===== src/rtl/cache_pkg.sv =====
// cache_pkg: shared state type, funct3 encodings and geometry helpers for data_cache.
package cache_pkg;
   typedef enum logic [1:0] {IDLE, REFILL, WRITE} state_t;
   localparam logic [2:0] LB = 3'b000, LH = 3'b001, LW = 3'b010, LBU = 3'b100, LHU = 3'b101;
   localparam logic [2:0] SB = 3'b000, SH = 3'b001, SW = 3'b010;
   function automatic int index_w(input int sets);
      return $clog2(sets);
   endfunction
   function automatic int tag_w(input int aw, input int sets);
      return aw - $clog2(sets) - 2;
   endfunction
   function automatic logic legal_load(input logic [2:0] f);
      return f inside {LB, LH, LW, LBU, LHU};
   endfunction
   function automatic logic legal_store(input logic [2:0] f);
      return f inside {SB, SH, SW};
   endfunction
endpackage


===== src/rtl/data_cache_load_align.sv =====
// load_align: picks the addressed byte/half of a big-endian-lane word and extends it per funct3.
module load_align
   import cache_pkg::*;
(
   input  logic [31:0] word,
   input  logic [1:0]  offset,
   input  logic [2:0]  funct3,
   output logic [31:0] data
);
   logic [31:0] sh;
   logic [7:0]  b;
   logic [15:0] h;
   always_comb begin
      sh = word >> {~offset, 3'b000};
      b = sh[7:0];
      h = offset[1] ? word[15:0] : word[31:16];
      data = funct3 == LB  ? {{24{b[7]}}, b} :
             funct3 == LBU ? {24'b0, b} :
             funct3 == LH  ? {{16{h[15]}}, h} :
             funct3 == LHU ? {16'b0, h} : word;
   end
endmodule


===== src/rtl/data_cache.sv =====
// data_cache: direct-mapped, one-word-line, write-through/no-allocate data cache.
module data_cache
   import cache_pkg::*;
#(
   parameter int ADDRESS_WIDTH = 32,
   parameter int DATA_WIDTH = 32,
   parameter int SETS = 16
) (
   input  logic                     clk,
   input  logic                     rst,
   input  logic                     cpu_req,
   input  logic                     cpu_we,
   input  logic [ADDRESS_WIDTH-1:0] cpu_addr,
   input  logic [DATA_WIDTH-1:0]    cpu_wdata,
   input  logic [2:0]               cpu_memcontrol,
   output logic [DATA_WIDTH-1:0]    cpu_rdata,
   output logic                     cpu_stall,
   output logic                     mem_req,
   output logic                     mem_we,
   output logic [ADDRESS_WIDTH-1:0] mem_addr,
   output logic [DATA_WIDTH-1:0]    mem_wdata,
   output logic [2:0]               mem_memcontrol,
   input  logic [DATA_WIDTH-1:0]    mem_rdata,
   input  logic                     mem_ready,
   output logic [31:0]              hit_count,
   output logic [31:0]              miss_count
);
   localparam int IW = index_w(SETS);
   localparam int TW = tag_w(ADDRESS_WIDTH, SETS);
   state_t state;
   logic refilled;
   logic [SETS-1:0] valid;
   logic [TW-1:0] tags [SETS];
   logic [DATA_WIDTH-1:0] words [SETS];
   logic [IW-1:0] idx;
   logic [TW-1:0] tag;
   logic [1:0] off;
   logic [4:0] sh;
   logic hit, legal, accept;
   logic [DATA_WIDTH-1:0] line, merged, aligned;
   assign idx = cpu_addr[IW+1:2];
   assign tag = cpu_addr[ADDRESS_WIDTH-1:IW+2];
   assign off = cpu_addr[1:0];
   assign sh = {~off, 3'b000};
   assign line = words[idx];
   assign hit = valid[idx] && tags[idx] == tag;
   assign legal = cpu_we ? legal_store(cpu_memcontrol) : legal_load(cpu_memcontrol);
   assign accept = state == IDLE && cpu_req && legal;
   load_align u_align (.word(line), .offset(off), .funct3(cpu_memcontrol), .data(aligned));
   // store data is right-aligned; shift it into its big-endian lane before merging
   assign merged = cpu_memcontrol == SB ? (line & ~(32'hFF << sh)) | ({24'b0, cpu_wdata[7:0]} << sh) :
                   cpu_memcontrol == SH ? (off[1] ? {line[31:16], cpu_wdata[15:0]} : {cpu_wdata[15:0], line[15:0]}) :
                   cpu_wdata;
   assign cpu_rdata = legal ? aligned : 32'hDEADBEEF;
   assign cpu_stall = state == REFILL || (state == WRITE && !mem_ready) || (accept && (cpu_we || !hit));
   assign mem_req = state != IDLE;
   assign mem_we = state == WRITE;
   assign mem_addr = state == WRITE ? cpu_addr : {cpu_addr[ADDRESS_WIDTH-1:2], 2'b00};
   assign mem_wdata = cpu_wdata;
   assign mem_memcontrol = state == WRITE ? cpu_memcontrol : LW;
   // the cycle after a refill replays the same load, so it must not be counted again
   always_ff @(posedge clk) begin
      if (rst) begin
         state <= IDLE;
         valid <= '0;
         refilled <= 1'b0;
         hit_count <= '0;
         miss_count <= '0;
      end else begin
         refilled <= state == REFILL && mem_ready;
         if (accept && !refilled && hit) hit_count <= hit_count + 32'd1;
         if (accept && !refilled && !hit) miss_count <= miss_count + 32'd1;
         case (state)
            IDLE: state <= accept && cpu_we ? WRITE : accept && !hit ? REFILL : IDLE;
            REFILL: if (mem_ready) begin
               valid[idx] <= 1'b1;
               tags[idx] <= tag;
               words[idx] <= mem_rdata;
               state <= IDLE;
            end
            WRITE: if (mem_ready) begin
               if (hit) words[idx] <= merged;
               state <= IDLE;
            end
            default: state <= IDLE;
         endcase
      end
   end
endmodule


===== config.mk =====
export PLATFORM = sky130hd
export DESIGN_NAME = data_cache
export DESIGN_NICKNAME = d
export VERILOG_FILES = /design/src/rtl/cache_pkg.sv /design/src/rtl/data_cache_load_align.sv /design/src/rtl/data_cache.sv
export SDC_FILE = /design/constraint.sdc
export NUM_CORES = 1
export LEC_CHECK = 0
export BUFFER_PORTS_ARGS = -buffer_cell sky130_fd_sc_hd__buf_2
export CAP_MARGIN = 10
export CORE_ASPECT_RATIO = 0.8
export CORE_MARGIN = 2
export CORE_UTILIZATION = 39
export CTS_BUF_LIST = sky130_fd_sc_hd__clkbuf_8
export DETAILED_ROUTE_END_ITERATION = 10
export SLEW_MARGIN = 0
export SYNTH_ARGS = -nofsm -noshare
export SYNTH_HDL_FRONTEND = slang
export SYNTH_SLANG_ARGS = --single-unit

===== constraint.sdc =====
create_clock -name clk -period 10.25 [get_ports clk]
set_input_delay 2.5625 -clock clk [delete_from_list [all_inputs] [get_ports clk]]
set_output_delay 2.5625 -clock clk [all_outputs]
set_load 0.01 [all_outputs]

; ---- After elaboration in Yosys (flattened, before gate mapping)
; Memories as Yosys holds them, arrays and structs flattened.
; Cells that the tools add are included.
[word_totals]
input_bits = 104
word_cells = 83
ramBits = 928
n_memories = 2
regBits = 83
out_inout_bits = 166
[op_classes]
reduce_logical = 25
n_eq_ne = 8
n_lt_le_gt_ge = 2
n_bitwise = 6
shift = 3
add_sub_neg = 2
mux = 30
[mem_list]
columns = memory, words, word_bits, read_ports, rd_ports_with_merged_regs, wr, line
row1 = words, 16, 32, 1, 0, 1, data_cache.sv:34  ; logic [DATA_WIDTH-1:0] words [SETS];
row2 = tags, 16, 26, 1, 0, 1, data_cache.sv:33  ; logic [TW-1:0] tags [SETS];
[ops]
columns = operator, count
row1 = $mux 32, 9
row2 = $add 32x1->32 const B, 2
row3 = $and 32x32->32, 1
row4 = $not 32->32, 1
row5 = $or 32x32->32, 1
row6 = $shl 8x5->32, 1
row7 = $shl 8x5->32 const A, 1
row8 = $shr 32x5->8, 1
row9 = $eq 26x26->1, 1
row10 = $mux 16, 1
row11 = $or 16x16->16, 1
row12 = $mux 1, 13
row13 = $logic_and 1x1->1, 12
row14 = $eq 3x3->1 const B, 2
row15 = $mux 2, 3
row16 = $lt 4x5->1 const B, 1
row17 = $reduce_bool 5->1, 1
row18 = $bmux 1 s4, 1
row19 = $demux 1 s4, 1
row20 = $ge 4x1->1 const B, 1
row21 = $pmux 2 s2, 1
row22 = $eq 3x1->1 const B, 1
row23 = $eq 3x2->1 const B, 1
row24 = $logic_not 1->1, 3
row25 = other kinds (13), 15

; ---- Logic depth before layout (Yosys ltp)
; Gate-level depths: netlist of run 1.
[logic_depth]
depth_word = 9
mapped_depth = 15

; ---- Hierarchy
; From an unflattened synthesis of run 1, not the netlist that was laid out.
[unflattened]
cells_unflattened = 2406
area_unflattened_um2 = 42832.3
[modules_own_cells]
columns = module, area_per_inst_um2, instances, cells_each, seq_area_each_um2
row1 = data_cache, 41989.0, 1, 2302, 29528.3
row2 = load_align, 843.3, 1, 104, 0.0

; ---- Least setup slack after synthesis of run 1
; No wires, ideal clock.
[synth_timing]
path_kind = input port to flip-flop
from = input cpu_addr[3]
to = memory words[0][0] (enable)
path_buffers = 3
arrival_time_ns = 8.214
setup_time_ns = 0.501
setup_slack_ns = 1.534
path_stages = 12
path_cell_list = buf_6 > buf_6 > buf_6 > mux4_2 > mux2i_1 > nor2_1 > o32ai_1 > nor4b_1 > nand4_1 > nor3_2 > a31oi_1 > nor4_1
[synth_via]
elab_chain_cells = 9
word_cells_on_any_way = 11
[synth_rtl]
columns = element, line
row1 = start: declaration, data_cache.sv:13  ; input logic [ADDRESS_WIDTH-1:0] cpu_addr,
row2 = $mem_v2 16x26 / $bmux 1 s4 (equally long branches), --
row3 = $eq 26x26->1 / $mux 1 (equally long branches), data_cache.sv:46  ; assign hit = valid[idx] && tags[idx] == tag;
row4 = $logic_and 1x1->1, data_cache.sv:46
row5 = $mux 1, data_cache.sv:82  ; if (hit) words[idx] <= merged;
row6 = $mux 1, data_cache.sv:81  ; WRITE: if (mem_ready) begin
row7 = $mux 1, data_cache.sv:73  ; case (state)
row8 = $mux 1, data_cache.sv:63  ; if (rst) begin
row9 = $mux 1 (not written as such), data_cache.sv:82
row10 = $or 1x1->1 (no line), --
row11 = end: declaration, data_cache.sv:34
; Several ways; a longest one is shown, not always the timed one. The select of a mux whose other input is x is not followed.

; ---- Worst setup path in the final report of run 1
[layout_timing]
from = input cpu_addr[2]
to = output cpu_rdata[2]
[layout_via]
elab_chain_cells = 7
word_cells_on_any_way = 8
[layout_rtl]
columns = element, line
row1 = $mem_v2 16x32 (*), --
row2 = "parallel branches: the longest is 4 deep, another holds $shr 32x5->8", --
row3 = $mux 32 (*), data_cache_load_align.sv:17  ; data = funct3 == LB ? {{24{b[7]}}, b} :
row4 = $mux 32 (*), data_cache.sv:54  ; assign cpu_rdata = legal ? aligned : 32'hDEADBEEF;
row5 = end: declaration, data_cache.sv:16  ; output logic [DATA_WIDTH-1:0] cpu_rdata,
; Every way passes the cells marked *.

==> run summary, run 1 <==
status: complete, no violations
fill count: 9290
CP Capture Point: cpu_rdata[2]
PwrDens: 170 nW/um2
Main synth FF type: edfxtp_1
RR Startpoint: tags[11][20]
final total power: 8.20 mW
Post-Syn Instances: 2431
vias post-DR: 24198
CTS Buf Count: 162
Slew HR: 0.211
drt wl/cell: 25.5 um
critical-path maximum fanout: 72
synth-to-layout area growth: 13.3%
setup violators final: 0
worst-path cell chain: buf_8 > buf_4 > buf_4 > mux4_2 > mux4_2 > a32oi_1 > o311ai_0 > buf_2
hold_buf cts: 0
critical path's top delay family: buffers and inverters
Leakage: 15.8 nW
WP data required: 7690 ps
RR Endpoint: words[0][28]
First DRT Iteration DRCs: 2366
Max Cap Viol: 0
CTS H-tree lvls: 4
Post-synth EDFFs: 928
Critical Path Start Type: primary input
Post-layout nets: 2836
hold slack: 479 ps
Rows: 108
post-layout util: 0.445
R2R Setup Slk: 5470 ps
count of cell types in the netlist: 71
final worst slack: 1020 ps
fin cells: 4283
syn nets: 2540
largest net degree at the start of global routing: 105
DP Worst Slack: 999 ps
maximum clock frequency: 108 MHz
total track usage: 0.192
full die area: 112000 um2
final worst path period share: 0.900
Worst path depth: 8
root buf cell: clkbuf_8
core footprint: 108000 um2
Avg Cell Area, Syn: 17.5 um2
commonest cells in the netlist: edfxtp_1 (928), mux4_2 (249), nand2_1 (119), nor2_1 (89), mux2i_1 (84)
worst path buffer plus inverter count: 4
crit path from: cpu_addr[2]
setup bufs post-CTS: 0
Overflow after GRT: 0
#FFs+latches synth: 1011
# DRC: 0
worst r2r path cells: 10
fin crit period: 9230 ps
hpwl dp: 63.2 mm
Non-Filler Cell Area, Final: 48100 um2
Final ANT Viol Nets: 0
clock buffer depth: 3
area post-placement: 45200 um2
Vias/cell: 5.65
critical path class: primary input to output pin
CP Capture Type: output pin
IO buf count: 269
CTS tree: built
unrepaired setup endpoints after global routing: no
FFs w/ async S/R, synth: 0
Final Max Slew Viols: 0
Post-Route Setup TNS: 0 ps
# IOs: 270
Reg clk slew, reported paths: 60 ps
Synth Warn #: 0
clk_skew: 71.7 ps
cts repair resizes: 0
share of layout cells above drive strength 1: 0.312
top-count cell post-synth: edfxtp_1
Hold Crit Class: flip-flop to flip-flop
cell taking the most area after synthesis: edfxtp_1
slowest stage delay, CP: 770 ps
WL final: 109 mm
slowest stage cell on the critical path: buf_4
number of cells after detailed placement: 3993
Clock Latency Late Sink: 840 ps
CTS Sinks: 1011
Die Height: 299 um
Die X: 373 um
initial antenna violation count: 3
worst vdd ir: 0.0814 mV
share of the synthesized area in the top cell type: 0.656
Arrival @ worst endpoint: 6660 ps
Seq/Total Area, Yosys: 0.695
vias in the first global route: 24423
Fin. Hold Viols: 0
post-synth design cell area: 42500 um2
synth top area cells: edfxtp_1 (66%), mux4_2 (13%), dfxtp_1 (3.9%)
Initial Utilization: 0.393
drt first pass iters: 5
RePlAce Congestion: 0.930
Worst Max-Slew Pin Slew: 1180 ps
first-pass GRT wire length: 160 mm
## cells in the final DEF (no fill, tap or decap), types with 69 or more instances in the layout
cell / n
a21oi_1: 76
o21ai_0: 83
nand2_1: 119
mux4_2: 249
buf_2: 264
inv_1: 100
clkbuf_8: 167
edfxtp_1: 928
mux2_2: 69
mux2i_1: 84
dfxtp_1: 83
nor2_1: 73
## layer usage
metal / track usage / wire length, um / up-vias
met5: 0 / 13 / -
met4: 0.0576 / 2280 / 2
met3: 0.0406 / 8120 / 180
met2: 0.310 / 52500 / 1007
met1: 0.264 / 46200 / 12645
li1: - / - / 10364
## kinds of logic (layout without fill, tap and decap cells)
kind of cell / after synthesis / in the layout / synth area share
buf+inv: 257 / 677 / 0.0325
other cells: 0 / 2 / 0
simple gates: 435 / 435 / 0.0522
mux: 402 / 402 / 0.170
compound gates: 292 / 292 / 0.0430
xor+xnor: 29 / 29 / 0.00598
flops: 1011 / 1011 / 0.695
fa+ha+maj: 5 / 5 / 0.00147
## flip-flops by register name (all words and copies together) (netlist names)
| signal | cells |
|---|---|
| hit_count | 32 |
| miss_count | 32 |
| refilled | 1 |
| state | 2 |
| tags | 416 |
| valid | 16 |
| words | 512 |
## power breakdown
part           leakage [nW]  internal (mW)  switching, mW  total (mW)
Clock                  1.62           1.57           1.60        3.17
Combinational          5.21          0.206          0.324       0.530
Sequential             9.01           4.50        0.00138        4.50
## worst register-to-register path: stages (launching register included)
cell and delay (ps):
edfxtp_1 360, mux4_2 480, xor2_1 160, nand3_1 120, a21boi_0 480, o2111a_1 340, nand4_1 530, nor3_4 420
a31oi_2 450, nor4_2 370, buf_4 650
## area by class of cell
| class | instances | area (um2) | area share |
|---|---|---|---|
| clock inverter | 121 | 623 | 0.0129 |
| antenna | 2 | 5.00 | 0.000104 |
| inverter | 63 | 236 | 0.00491 |
| tap | 1430 | 1790 | 0.0372 |
| clock buffer | 167 | 2300 | 0.0477 |
| timing repair buffer | 326 | 1840 | 0.0382 |
| sequential | 1011 | 29500 | 0.613 |
| multi-input combinational | 1163 | 11800 | 0.246 |
## how the worst min path moves through the flow
stage / from / to / cells past startpoint
after floorplan: valid[14] / valid[14] / 2
after global placement: miss_count[31] / miss_count[31] / 2
after detailed placement: valid[2] / valid[2] / 2
after CTS: valid[2] / valid[2] / 2
after global routing: valid[3] / valid[3] / 2
final: valid[2] / valid[2] / 2
Note: power is estimated with default switching activity, not from simulation.
==> run 2, diff against run 1 <==
Settings changed: CORE_ASPECT_RATIO 0.8 to 1.1.
==> run 2 against run 1 <==
Against the previous run:
- register-to-register slack got worse by 20 ps
- worst hold slack lost 2.8 ps
- die area is essentially flat
- worst setup slack got worse by 22 ps
- first-iteration DRC count increased by 3.4%
- non-clock buffer count is 3 lower
- flip-flop and latch count is the same
- utilization down 0.14 points
- combinational power grew 3%
- critical path depth is 5 higher
- routed wire length up 4.6%
- critical path type unchanged
- largest cell class unchanged
- largest power group unchanged
- highest routed layer unchanged
==> run summary, run 2 (synthesis gave the netlist of run 1 again) <==
fin crit period: 9250 ps (was 9230 ps)
drt wl/cell: 26.8 um (was 25.5 um)
CTS tree: built (unchanged)
share of layout cells above drive strength 1: 0.314 (was 0.312)
area post-placement: 45200 um2 (about the same)
most frequent cells in the layout: edfxtp_1 (928), buf_2 (264), mux4_2 (249), clkbuf_8 (168), inv_1 (122) (was edfxtp_1 (928), buf_2 (264), mux4_2 (249), clkbuf_8 (167), nand2_1 (119))
hold slack: 476 ps (was 479 ps)
vias in the first global route: 24930 (was 24423)
Die X: 319 um (was 373 um)
Final Max Slew Viols: 0 (unchanged)
maximum clock frequency: 108 MHz (about the same)
worst vdd ir: 0.146 mV (was 0.0814 mV)
cell internal pwr: 6.29 mW (was 6.28 mW)
final worst slack: 1000 ps (was 1020 ps)
slowest stage delay, CP: 610 ps (was 770 ps)
DP Worst Slack: 1020 ps (was 999 ps)
cts repair resizes: 0 (unchanged)
IO buf count: 269 (unchanged)
final worst path period share: 0.902 (was 0.900)
PwrDens: 171 nW/um2 (was 170 nW/um2)
status: complete, no violations (unchanged)
Seq. cell area: 29500 um2 (unchanged)
clk_skew: 46.2 ps (was 71.7 ps)
critical-path maximum fanout: 78 (was 72)
multi-input logic area: 11800 um2 (about the same)
# DRC: 0 (unchanged)
Leakage: 15.9 nW (was 15.8 nW)
Final ANT Viol Nets: 0 (unchanged)
Rows: 127 (was 108)
max FFs per register: 512 (unchanged)
largest net degree at the start of global routing: 79 (was 105)
CTS Buf Count: 163 (was 162)
most common cell after layout, fill and taps aside: edfxtp_1 (unchanged)
CTS Sinks: 1011 (unchanged)
critical path class: primary input to output pin (unchanged)
CP most frequent cell: nand2_1
Sw Share: 0.234 (about the same)
synth-to-layout area growth: 13.2% (was 13.3%)
Critical Path Start Type: primary input (unchanged)
clock share of power: 0.385 (was 0.387)
Non-Filler Cell Area, Final: 48100 um2 (about the same)
fill count: 9414 (was 9290)
Arrival @ worst endpoint: 6680 ps (was 6660 ps)
unrepaired setup endpoints after global routing: no (unchanged)
total track usage: 0.201 (was 0.192)
Max Cap Viol: 0 (unchanged)
Hold Crit Class: flip-flop to flip-flop (unchanged)
CP Capture Type: output pin (unchanged)
root buf cell: clkbuf_8 (unchanged)
Initial Utilization: 0.392 (was 0.393)
Clock Latency Late Sink: 860 ps (was 840 ps)
Fin. Hold Viols: 0 (unchanged)
Overflow after GRT: 0 (unchanged)
vias post-DR: 24492 (was 24198)
# IOs: 270 (unchanged)
WP data required: 7690 ps (about the same)
CTS H-tree lvls: 4 (unchanged)
Slew HR: 0.179 (was 0.211)
setup bufs post-CTS: 0 (unchanged)
sw power: 1.92 mW (about the same)
Sequential Power Share: 0.548 (was 0.549)
initial antenna violation count: 7 (was 3)
full die area: 112000 um2 (about the same)
clock buffer depth: 3 (unchanged)
Post-layout nets: 2834 (was 2836)
hold_buf cts: 0 (unchanged)
First DRT Iteration DRCs: 2446 (was 2366)
Post-Route Setup TNS: 0 ps (unchanged)
drt first pass iters: 5 (unchanged)
Die Height: 350 um (was 299 um)
Reg clk slew, reported paths: 50 ps (was 60 ps)
core footprint: 109000 um2 (was 108000 um2)
Gate power share: 0.066 (was 0.065)
WL final: 114 mm (was 109 mm)
hpwl dp: 66.0 mm (was 63.2 mm)
setup violators final: 0 (unchanged)
first-pass GRT wire length: 165 mm (was 160 mm)
Regs by FF count: words (512), tags (416) (unchanged)
Worst Max-Slew Pin Slew: 1230 ps (was 1180 ps)
worst-path cell chain: buf_8 > buf_12 > mux4_2 > mux4_2 > nand2_1 > nand2_1 > o21ai_0 > nand2b_1 > and2_0 > nor2b_1 > buf_4 > nand2_1 > buf_2 (was buf_8 > buf_4 > buf_4 > mux4_2 > mux4_2 > a32oi_1 > o311ai_0 > buf_2)
RePlAce Congestion: 0.852 (was 0.930)
Vias/cell: 5.74 (was 5.65)
slowest stage cell on the critical path: buf_8 (was buf_4)
most flop-heavy register: words (unchanged)
-- run 2: cell count changes in the layout (fill, tap and decap cells not counted), sizes merged --
cell      before  now
diode          2    3
clkbuf       167  168
buf          326  323
inv          109  131
clkinv        69   41
clkinvlp       4    5
-- run 2: worst max-delay path: cells and delay by family --
kind                   cells  cell delay (ps)
AO/OA/AOI/OAI              1              230
buffers and inverters      4             1380
multiplexers               2              890
AND/OR/NAND/NOR            6             1480
-- run 2: power by group through the flow --
stage / registers (mW) / clock network (mW) / logic [mW]
6_report: 4.50 / 3.16 / 0.544
5_1_grt: 4.50 / 3.42 / 0.581
4_1_cts: 4.50 / 3.25 / 0.547
3_5_place_dp: 4.59 / 0 / 0.546
3_3_place_gp: 4.59 / 0 / 0.535
2_1_floorplan: 4.59 / 0 / 0.348
-- run 2: metrics by stage --
step	total power, mW	util	std cells
after floorplan	4.94	-	2431
after global placement	5.12	0.416	3979
after detailed placement	5.13	0.416	3979
after CTS	8.30	0.443	4263
after global routing	8.50	0.443	4266
final	8.21	0.443	4266
-- run 2: final timing paths --
| path | startpoint | cells after the start | slack, ps | end |
|---|---|---|---|---|
| setup / recovery | cpu_addr[3] | 13 | 1000 | cpu_rdata[21] |
| hold / removal | valid[4] | 2 | 480 | valid[4] |
| setup reg to reg | tags[11][12] | 12 | 5450 | words[0][16] |
| hold reg to reg | valid[4] | 2 | 480 | valid[4] |
-- run 2: cell type report --
| class | count | share of cell area |
|---|---|---|
| Antenna cell | 3 | 0.000156 |
| Clock buffer | 168 | 0.0480 |
| Multi-Input combinational cell | 1163 | 0.246 |
| Tap cell | 1419 | 0.0369 |
| Inverter | 63 | 0.00491 |
| Timing Repair Buffer | 323 | 0.0383 |
| Sequential cell | 1011 | 0.614 |
| Clock inverter | 116 | 0.0125 |
-- run 2: layer usage --
metal	global-route usage	vias up	routed length [um]
li1	-	10347	-
met1	0.260	12804	45700
met2	0.339	1111	57400
met3	0.0396	222	8070
met4	0.0679	8	2910
met5	0	-	57
